### src/rtl/program_counter.sv
// program_counter: fetch-stage instruction-address register.
// On every rising clock edge it either advances by STEP bytes or loads a
// branch/jump target. An asynchronous active-low reset returns the register
// to RESET_VECTOR. The output comes straight from the register, so no input
// has a combinational path to instr_addr.
module program_counter #(
   parameter int                XLEN         = 32,
   parameter logic [XLEN-1:0]   RESET_VECTOR = '0,
   parameter int                STEP         = 4
) (
   input  logic            clk,
   input  logic            rst,
   input  logic            imm,
   input  logic [XLEN-1:0] imm_addr,
   output logic [XLEN-1:0] instr_addr
);

   localparam logic [XLEN-1:0] STEP_W = XLEN'(STEP);

   // Sequential advance. The sum is modulo 2^XLEN, so the top word wraps
   // to zero with no flag or saturation.
   function automatic logic [XLEN-1:0] wrap_add(input logic [XLEN-1:0] a,
                                                input logic [XLEN-1:0] b);
      logic [XLEN:0] sum;
      sum      = {1'b0, a} + {1'b0, b};
      wrap_add = sum[XLEN-1:0];
   endfunction

   logic [XLEN-1:0] pc_p0;
   logic [XLEN-1:0] pc_next;

   // Next address: the target is taken verbatim (no alignment masking),
   // otherwise advance by one instruction word.
   always_comb begin
      pc_next = wrap_add(pc_p0, STEP_W);
      if (imm) begin
         pc_next = imm_addr;
      end
   end

   // Address register; reset has priority over any clock edge.
   always_ff @(posedge clk or negedge rst) begin
      if (!rst) begin
         pc_p0 <= RESET_VECTOR;
      end else begin
         pc_p0 <= pc_next;
      end
   end

   assign instr_addr = pc_p0;

endmodule

### config.mk
export PLATFORM = sky130hd
export DESIGN_NAME = program_counter
export DESIGN_NICKNAME = d
export VERILOG_FILES = /design/src/rtl/program_counter.sv
export SDC_FILE = /design/constraint.sdc
export NUM_CORES = 1
export LEC_CHECK = 0
export CAP_MARGIN = 20
export CORE_ASPECT_RATIO = 0.9
export CORE_MARGIN = 1.5
export CORE_UTILIZATION = 46
export CTS_BUF_LIST = sky130_fd_sc_hd__clkbuf_4
export DETAILED_ROUTE_END_ITERATION = 10
export GPL_TIMING_DRIVEN = 0
export PLACE_DENSITY_LB_ADDON = 0.1
export SYNTH_ARGS = -nofsm -noshare
export SYNTH_HDL_FRONTEND = slang
export SYNTH_SLANG_ARGS = --single-unit
export TNS_END_PERCENT = 100
### constraint.sdc
create_clock -name clk -period 2.08 [get_ports clk]
set_input_delay 0.312 -clock clk [delete_from_list [all_inputs] [get_ports clk]]
set_output_delay 0.312 -clock clk [all_outputs]
set_load 0.005 [all_outputs]
# Word-level counts from Yosys, hierarchy flattened
# Cells that the tools add are included.
# word_totals
reg_bits	32
wordCells	3
out_inout_bits	32
input_bits	35
# op_classes
addsub	1
muxes	1
# op_table
cell	n
32-bit by 3-bit adder with 32-bit output (second input constant)	1
32-bit two-way mux	1

# Depth between registers and ports, before layout
# Gate-level depths: netlist of run 1.
# logic_depth
word_depth	2
ltp_mapped	7
mapped_depth_nobuf	5

# Least setup slack after synthesis of run 1
# Ideal clock, no wire load.
# synth_timing
path_type	flip-flop to flip-flop
start	reg pc_p0[2] (netlist: instr_addr[2])
end	reg pc_p0[30] (netlist: instr_addr[30])
path_buffers	2
setup_slack_ps	293
path_stages_with_launch	8
setup_time_ps	82
synth_period_minus_slack_ps	1787
required_ps	1998
arrival_time_ps	1705
path_cell_list	dfrtp_1 ha_1 and2_1 clkbuf_1 nand4_2 buf_2 or4_1 a31oi_1
# synth_via
elab_chain_cells	2
# synth_rtl
item	line	text
start: declaration	29	logic [XLEN-1:0] pc_p0;
start signal: assignment	46	pc_p0 <= pc_next;
32-bit by 3-bit adder with 32-bit output	25	sum = {1'b0, a} + {1'b0, b};
32-bit two-way mux	36	if (imm) begin
named net pc_next[30]	30	logic [XLEN-1:0] pc_next;
# The timed path passes the listed nets, and every way through them passes these cells.

# Worst setup path after layout of run 1
# Ends and elaborated chain as after synthesis.

==> results of run 1 <==
final cells by class:
cell class                      count  area (µm²)
Tap cell                           46        57.6
Timing Repair Buffer               65         646
Fill cell                         316        1190
Inverter                            3        11.3
Sequential cell                    32         801
Multi-Input combinational cell    145         917
Buffer                             14        82.6
Clock buffer                        6        45.0
Clock inverter                      1        5.00
final timing paths:
check                           depth (start not counted)          start              to
worst max-delay path                                    6  instr_addr[2]  instr_addr[30]
worst min-delay path                                    1            rst  instr_addr[11]
worst max register to register                          6  instr_addr[2]  instr_addr[30]
worst min register to register                          1  instr_addr[2]   instr_addr[2]
max in group asynchronous                               1            rst   instr_addr[1]
min in group clk                                        3            imm  instr_addr[16]
metrics by stage:
step | cells | setup WS [ns]
2_1_floorplan | 195 | 0.293
3_3_place_gp | 306 | 0.0360
3_5_place_dp | 306 | 0.0203
4_1_cts | 312 | 0.105
5_1_grt | 312 | 0.0207
6_report | 312 | 0.181
kinds of logic after synthesis:
logic type	Yosys count	synth area share, %
fa+ha+maj	1	0.690
buf+inv	18	5.38
flops	32	44.1
xor+xnor	11	5.31
simple gates	86	27.2
compound gates	44	15.4
mux	3	1.86
critical path: stages (launching register included):
cell,delay (ns)
dfrtp_1,0.39
ha_1,0.20
and2_2,0.24
nand4_2,0.19
buf_2,0.24
or4_1,0.40
a31oi_1,0.17
cell usage after synthesis (all sizes together):
master,instances
a31oi,14
and2,3
and3,3
and4,4
buf,6
clkbuf,9
dfrtp,32
ha,1
inv,3
mux2,3
nand2,24
nand3,9
nand4,11
nor2,14
o211ai,3
o21ai,14
o311ai,1
o31ai,12
or2,1
or3,3
or4,14
xnor2,2
xor2,9
where the power goes:
group	internal (mW)	switching (mW)	leakage [nW]	total (mW)
clock	0.138	0.208	0.0315	0.346
sequential	0.683	0.0770	0.372	0.760
combinational	0.230	0.144	0.592	0.374
layer usage:
metal  wire length, µm  track usage, %  vias to the layer above
li1                  -               -                      870
met2              2220            36.3                       50
met4                20            7.84                        0
met5                 0               0                        -
met1              2200            30.0                      833
met3               233            5.00                        2
==> flow_summary.yaml, run 1 <==
setup_path:
  cp-start-kind: "flip-flop"
  worst-setup-path-type: "flip-flop to flip-flop"
  r2r_setup_slack_ns: 0.18
  cp-end-kind: "flip-flop"
  worstPathArrival_ns: 2.16
  cp.required_ns: 2.34
  cp_max_fo: 10
layout:
  nets: 302
  largest_register_ffs: 32
  post-route-util_pct: 68.3
  mostFrequentLayoutCells: "clkdlybuf4s50_1 (64), dfrtp_1 (32), nand2_1 (23)"
  syn_to_final_growth_pct: 41.4
  num_antenna_cells: 0
  drive_gt1_share_pct: 9.02
  final_common_cell: "clkdlybuf4s50_1"
  design_area_mm2: 0.00256
timing:
  setup_viol: 0
  fin_tns_setup_ns: 0
  clock.fmax_mhz: 527
  tightest_slew_ns: 0.709
  slew_headroom_pct: 52.7
  whs_ns: 0.0189
  finClkSkew_ns: 0.0117
  hold_viol_final: 0
  rsz0062_at_grt: "false"
  finalCritPeriodShare_pct: 91.3
  finalMaxSlewViolations: 0
  fin_crit_ns: 1.90
floorplan:
  core_mm2: 0.00376
  start_util_pct: 48.3
  die_x_um: 69.2
  die_y_um: 62.6
  fp.dieArea_mm2: 0.00433
  ioPinCount: 67
  rows: 21
synthesis:
  yosysTopAreaCell: "dfrtp_1"
  synth_cell_types: 28
  ys_warn_count: 0
  synth.avg_cell_area_um2: 9.30
  ys_ff_latch: 32
  yosysSeqAreaShare_pct: 44.1
  synth_area_leaders: "dfrtp_1 (44%), or4_1 (5.8%), o31ai_1 (5.0%), a31oi_1 (4.8%), nand2_1 (4.8%)"
  synth_area_mm2: 0.00181
  syn-num-nets: 231
  netlist_instances: 195
  yosys.area.top_type_share_pct: 44.1
place:
  dp_hpwl_mm: 3.28
  gp_congestion: 0.806
  placed_cell_area_mm2: 0.00252
  io_buffers: 65
power_and_ir_drop:
  peakVddDrop_mv: 0.362
  p_leak_nw: 0.995
  power.density_mw_per_mm2: 577
  report.power.total_mw: 1.48
clock_network:
  clkTransAtPathRegs_ns: 0.10
  h-tree-depth: 2
  ctsHoldBuffers: 0
  clock_path_buffers: 2
  clock_latency_ns: 0.33
  cts_tree: "built"
  cts-resized-gates: 0
  cts_made_buffers: 5
  post_cts_buffers: 0
  clk_root_buffer_cell: "clkbuf_4"
  cts.sinks: 32
worst_hold_path:
  min_path_type: "input port to asynchronous set/reset pin"
global_routing:
  grt_pass1_vias: 1788
  grt.overflow.total: 0
  grt_max_degree: 33
  grt_usage_pct: 22.5
  antenna_found_initial: 0
  grt_pass1_wl_mm: 7.94
routing:
  finalWirelength_mm: 4.68
  drt_iter0_markers: 152
  wire_per_inst_um: 15.0
  drt-pass1-iter-count: 4
  num_vias: 1755
  ant_nets: 0
  viasPerCell: 5.63
  drc: 0
job:
  drv_cap: 0
outcome:
  outcome: "completed"
Note: power is estimated with default switching activity, not from simulation.
==> inputs of run 2 (changes only) <==
--- a/config.mk
+++ b/config.mk
@@ -7,7 +7,7 @@
 export LEC_CHECK = 0
 export CAP_MARGIN = 20
 export CORE_ASPECT_RATIO = 0.9
-export CORE_MARGIN = 1.5
+export CORE_MARGIN = 2
 export CORE_UTILIZATION = 46
 export CTS_BUF_LIST = sky130_fd_sc_hd__clkbuf_4
 export DETAILED_ROUTE_END_ITERATION = 10
==> run 2 against run 1 <==
Against the previous run: the flow now finishes with violations (hold timing); via count grew 2.1%; utilization is essentially flat; first-iteration DRC count shrank 24%; global-route usage is essentially flat; critical path depth is the same; clock-buffer cell count shrank 1; design area is essentially flat; wire length grew 0.77%; final cell count grew 0.32%; total power is essentially flat; fmax shrank 0.30%; die area grew 3.1%; critical endpoint unchanged; largest cell class unchanged.
==> flow_summary.yaml, run 2 (synthesized netlist as in run 1, its figures left out) <==
outcome:
  outcome: "complete, but fails checks"
  failed_checks: "hold timing"
timing:
  whs_ns: -0.00276
  hold_viol_final: 6
  layout_setup_ws_ns: 0.175
  finalMaxSlewViolations: 0
  fin_crit_ns: 1.91
  finalCritPeriodShare_pct: 91.6
  setup_viol: 0
  slew_headroom_pct: 51.8
  fin_tns_setup_ns: 0
  rsz0062_at_grt: "false"
  tightest_slew_ns: 0.723
  clock.fmax_mhz: 525
  finClkSkew_ns: 0.0227
layout:
  num_antenna_cells: 0
  syn_to_final_growth_pct: 41.4
  nets: 302
  fillCellCount: 338
  ff_latch_area_um2: 801
  largest_register_ffs: 32
  drive_gt1_share_pct: 8.99
  mostFrequentLayoutCells: "clkdlybuf4s50_1 (64), dfrtp_1 (32), nand2_1 (23)"
  final_common_cell: "clkdlybuf4s50_1"
  multi_input_area_um2: 917
global_routing:
  grt_pass1_wl_mm: 7.87
  grt_usage_pct: 22.5
  antenna_found_initial: 0
  grt_pass1_vias: 1625
  grt.overflow.total: 0
  grt_max_degree: 33
power_and_ir_drop:
  power.density_mw_per_mm2: 577
  report.power.total_mw: 1.48
  p_leak_nw: 0.996
  peakVddDrop_mv: 0.393
setup_path:
  critical_path_buf_inv_count: 1
  cp_max_fo: 10
  crit_path_top_delay_cell: "dfrtp_1"
  cp-end-kind: "flip-flop"
  path_cells: "ha_1 > and2_2 > nand4_2 > buf_2 > or4_1 > a31oi_1"
  cp.required_ns: 2.37
  critPathMaxStageDelay_ns: 0.41
  worstPathArrival_ns: 2.19
  path_delay_family: "simple AND/OR/NAND/NOR gates"
  cp-start-kind: "flip-flop"
  worst-setup-path-type: "flip-flop to flip-flop"
clock_network:
  clk_root_buffer_cell: "clkbuf_4"
  clkTransAtPathRegs_ns: 0.12
  cts.sinks: 32
  ctsHoldBuffers: 0
  cts_tree: "built"
  h-tree-depth: 2
  clock_latency_ns: 0.35
  cts_made_buffers: 5
  clock_path_buffers: 2
routing:
  drt_iter0_markers: 116
  drt-pass1-iter-count: 5
  finalWirelength_mm: 4.71
  drc: 0
  viasPerCell: 5.73
  ant_nets: 0
  wire_per_inst_um: 15.1
  num_vias: 1792
place:
  dp_hpwl_mm: 3.33
  io_buffers: 65
  gp_congestion: 0.799
  pre_cts_ws_ns: -0.00808
floorplan:
  die_y_um: 63.6
  start_util_pct: 48.3
  fp.dieArea_mm2: 0.00446
  core_mm2: 0.00376
  die_x_um: 70.2
  rows: 21
  ioPinCount: 67
job:
  drv_cap: 0
worst_hold_path:
  min_path_type: "input port to asynchronous set/reset pin"
-- run 2: worst register-to-register path, delay by kind of cell, from the launching register on --
family | cells | cell delay [ns]
flip-flops | 1 | 0.41
AO/OA/AOI/OAI | 1 | 0.17
buffers and inverters | 1 | 0.25
adder cells (fa/ha/maj) | 1 | 0.20
AND/OR/NAND/NOR | 3 | 0.85
-- run 2: layer usage --
layer | wire length [µm] | vias up | GRT usage [%] | part of all wire (%)
li1 | - | 874 | - | -
met1 | 2200 | 844 | 31.7 | 47
met2 | 2130 | 66 | 33.2 | 45
met3 | 316 | 8 | 6.40 | 6.7
met4 | 61 | 0 | 7.45 | 1.3
met5 | 0 | - | 0 | 0
-- run 2: layout make-up --
type                       instances  share of cell area (%)
inverter                           3                   0.439
multi-input combinational        145                    35.7
timing repair buffer              65                    25.2
tap                               46                    2.24
buffer                            14                    3.22
clock buffer                       5                    1.46
clock inverter                     3                   0.536
sequential                        32                    31.2
-- run 2: worst paths after layout --
check | startpoint | end | slack (ns) | cells past startpoint
setup / recovery | instr_addr[2] | instr_addr[30] | 0.17 | 6
hold / removal | rst | instr_addr[27] | -0.003 | 1
setup reg to reg | instr_addr[2] | instr_addr[30] | 0.17 | 6
hold reg to reg | instr_addr[0] | instr_addr[0] | 0.51 | 1
max in group asynchronous | rst | instr_addr[14] | 1.60 | 1
min in group clk | imm | instr_addr[27] | 0.44 | 3
-- run 2: stage by stage --
step,util (%),std cells,instance area [µm²]
after floorplan,-,195,1810
after global placement,67.1,306,2520
after detailed placement,67.0,306,2520
after CTS,68.3,313,2560
after global routing,68.3,313,2570
final,68.3,313,2570
-- run 2: power by group --
part / internal, mW / switching, mW / total (mW)
clock: 0.124 / 0.224 / 0.348
combinational: 0.230 / 0.143 / 0.373
sequential: 0.683 / 0.0763 / 0.760
-- run 2: timing repair --
| item | CTS | global route |
|---|---|---|
| endpoints found under the setup margin | 1 | 1 |
| buffers inserted | 0 | 0 |
| gates resized for setup | 0 | 1 |
==> inputs of run 3 (changes only) <==
--- a/config.mk
+++ b/config.mk
@@ -8,10 +8,10 @@
 export CAP_MARGIN = 20
 export CORE_ASPECT_RATIO = 0.9
 export CORE_MARGIN = 2
-export CORE_UTILIZATION = 46
-export CTS_BUF_LIST = sky130_fd_sc_hd__clkbuf_4
+export CORE_UTILIZATION = 44
 export DETAILED_ROUTE_END_ITERATION = 10
 export GPL_TIMING_DRIVEN = 0
+export HOLD_SLACK_MARGIN = 0.05
 export PLACE_DENSITY_LB_ADDON = 0.1
 export SYNTH_ARGS = -nofsm -noshare
 export SYNTH_HDL_FRONTEND = slang
==> run 3 against run 2 <==
Against the previous run: the flow now finishes without violations; sequential cell count did not move; clock power rose by 29%; critical path depth fell by 1; register-to-register slack barely moved; combinational power barely moved; global-route usage rose by 0.61 points; design area rose by 1.1%; critical path type unchanged.
==> flow_summary.yaml, run 3 (synthesized netlist as in run 1, its figures left out) <==
layout:
  nets: 302
  largest_register_ffs: 32
  num_antenna_cells: 0
  drive_gt1_share_pct: 8.65
  final_common_cell: "clkdlybuf4s50_1"
  design_area_mm2: 0.00259
  post-route-util_pct: 64.6
  mostFrequentLayoutCells: "clkdlybuf4s50_1 (64), dfrtp_1 (32), nand2_1 (23)"
  fillCellCount: 372
  syn_to_final_growth_pct: 43.0
  finalNonFillerCells: 314
clock_network:
  h-tree-depth: 2
  cts_made_buffers: 5
  clock_path_buffers: 2
  clk_root_buffer_cell: "clkbuf_8"
  clkTransAtPathRegs_ns: 0.07
  clock_latency_ns: 0.28
  cts_tree: "built"
  cts.sinks: 32
timing:
  rsz0062_at_grt: "false"
  fin_crit_ns: 1.90
  finClkSkew_ns: 0.00706
  whs_ns: 0.0707
  clock.fmax_mhz: 527
  hold_viol_final: 0
  tightest_slew_ns: 0.703
  slew_headroom_pct: 53.1
  finalMaxSlewViolations: 0
  layout_setup_ws_ns: 0.181
  finalCritPeriodShare_pct: 91.3
  fin_tns_setup_ns: 0
  setup_viol: 0
setup_path:
  worst-setup-path-type: "flip-flop to flip-flop"
  cp_max_fo: 10
  cp.required_ns: 2.29
  crit_path_top_delay_cell: "dfrtp_1"
  reg2reg_depth: 5
  cp-end-kind: "flip-flop"
  cp-start-kind: "flip-flop"
  worstPathArrival_ns: 2.11
  critPathMaxStageDelay_ns: 0.43
  path_cells: "and4_1 > nand4_2 > buf_2 > or4_1 > a31oi_1"
power_and_ir_drop:
  p_leak_nw: 1.00
  power_frac_clock_pct: 28.4
  peakVddDrop_mv: 0.464
  intPower_mw: 1.14
  report.power.total_mw: 1.58
  share_comb_of_total_power_pct: 23.5
  switchingPower_uw: 443
  swShare_pct: 27.9
  power.density_mw_per_mm2: 610
  p_seq_share_pct: 48.1
place:
  gp_congestion: 0.820
  io_buffers: 65
  pre_cts_ws_ns: 0.0589
  placed_cells: 308
  dp_hpwl_mm: 3.37
  placed_cell_area_mm2: 0.00252
floorplan:
  rows: 22
  die_y_um: 64.9
  core_mm2: 0.00402
  die_x_um: 71.7
  start_util_pct: 45.1
  fp.dieArea_mm2: 0.00465
  ioPinCount: 67
global_routing:
  grt_max_degree: 33
  grt.overflow.total: 0
  antenna_found_initial: 0
  grt_usage_pct: 23.1
  grt_pass1_wl_mm: 8.45
  grt_pass1_vias: 1789
routing:
  viasPerCell: 5.66
  drt_iter0_markers: 133
  drt-pass1-iter-count: 4
  num_vias: 1776
  finalWirelength_mm: 4.79
  drc: 0
  ant_nets: 0
  wire_per_inst_um: 15.3
worst_hold_path:
  min_path_type: "input port to asynchronous set/reset pin"
job:
  drv_cap: 0
outcome:
  outcome: "completed"
## run 3: cell types whose count changed in the layout (fill, tap and decap cells not counted)
| cell | change |
|---|---|
| clkbuf_4 | -5 |
| clkinv_2 | -1 |
| clkinv_1 | -1 |
| clkbuf_8 | +5 |
| clkbuf_1 | +1 |
## run 3: path summary, 6_finish.rpt
kind                                     start        endpoint  slack, ns
worst max-delay path            instr_addr[10]  instr_addr[25]       0.18
worst min-delay path                       rst  instr_addr[12]       0.07
worst max register to register  instr_addr[10]  instr_addr[25]       0.18
worst min register to register   instr_addr[1]   instr_addr[1]       0.51
max in group asynchronous                  rst  instr_addr[20]       1.55
min in group clk                 instr_addr[1]   instr_addr[1]       0.51
## run 3: layout make-up
| type | instances | area (µm²) | area share (%) |
|---|---|---|---|
| plain buffers | 14 | 82.6 | 3.18 |
| clock buffers | 6 | 72.6 | 2.80 |
| clock inverters | 1 | 5.00 | 0.193 |
| inverters | 3 | 11.3 | 0.434 |
| multi-input cells | 145 | 917 | 35.3 |
| flip-flops and latches | 32 | 801 | 30.9 |
| well taps | 48 | 60.1 | 2.31 |
| repair buffers | 65 | 646 | 24.9 |
## run 3: what timing repair did
| item | 4_1_cts | 5_1_grt |
|---|---|---|
| endpoints found under the setup margin | 0 | 6 |
| hold buffers | 0 | 0 |
| resized for setup | 0 | 1 |
| setup buffers | 0 | 0 |
## run 3: power by group through the flow
stage / Clock [mW] / Sequential (mW) / Combinational (mW)
floorplan: 0 / 0.762 / 0.143
global placement: 0 / 0.770 / 0.371
detailed placement: 0 / 0.771 / 0.375
CTS: 0.461 / 0.761 / 0.378
global route: 0.495 / 0.776 / 0.414
finish: 0.450 / 0.762 / 0.372
## run 3: critical path: cells and delay by family, from the launching register on
family	cells	cell delay, ns
simple gates	3	0.97
buf+inv	1	0.24
compound gates	1	0.17
flops	1	0.43
## run 3: layer usage
metal | wire [µm] | GRT usage (%) | part of all wire, % | vias up
met2 | 2200 | 35.6 | 46 | 62
met4 | 22 | 7.31 | 0.46 | 0
met5 | 0 | 0 | 0 | -
met3 | 336 | 6.53 | 7.0 | 2
met1 | 2240 | 31.3 | 47 | 839
li1 | - | - | - | 873
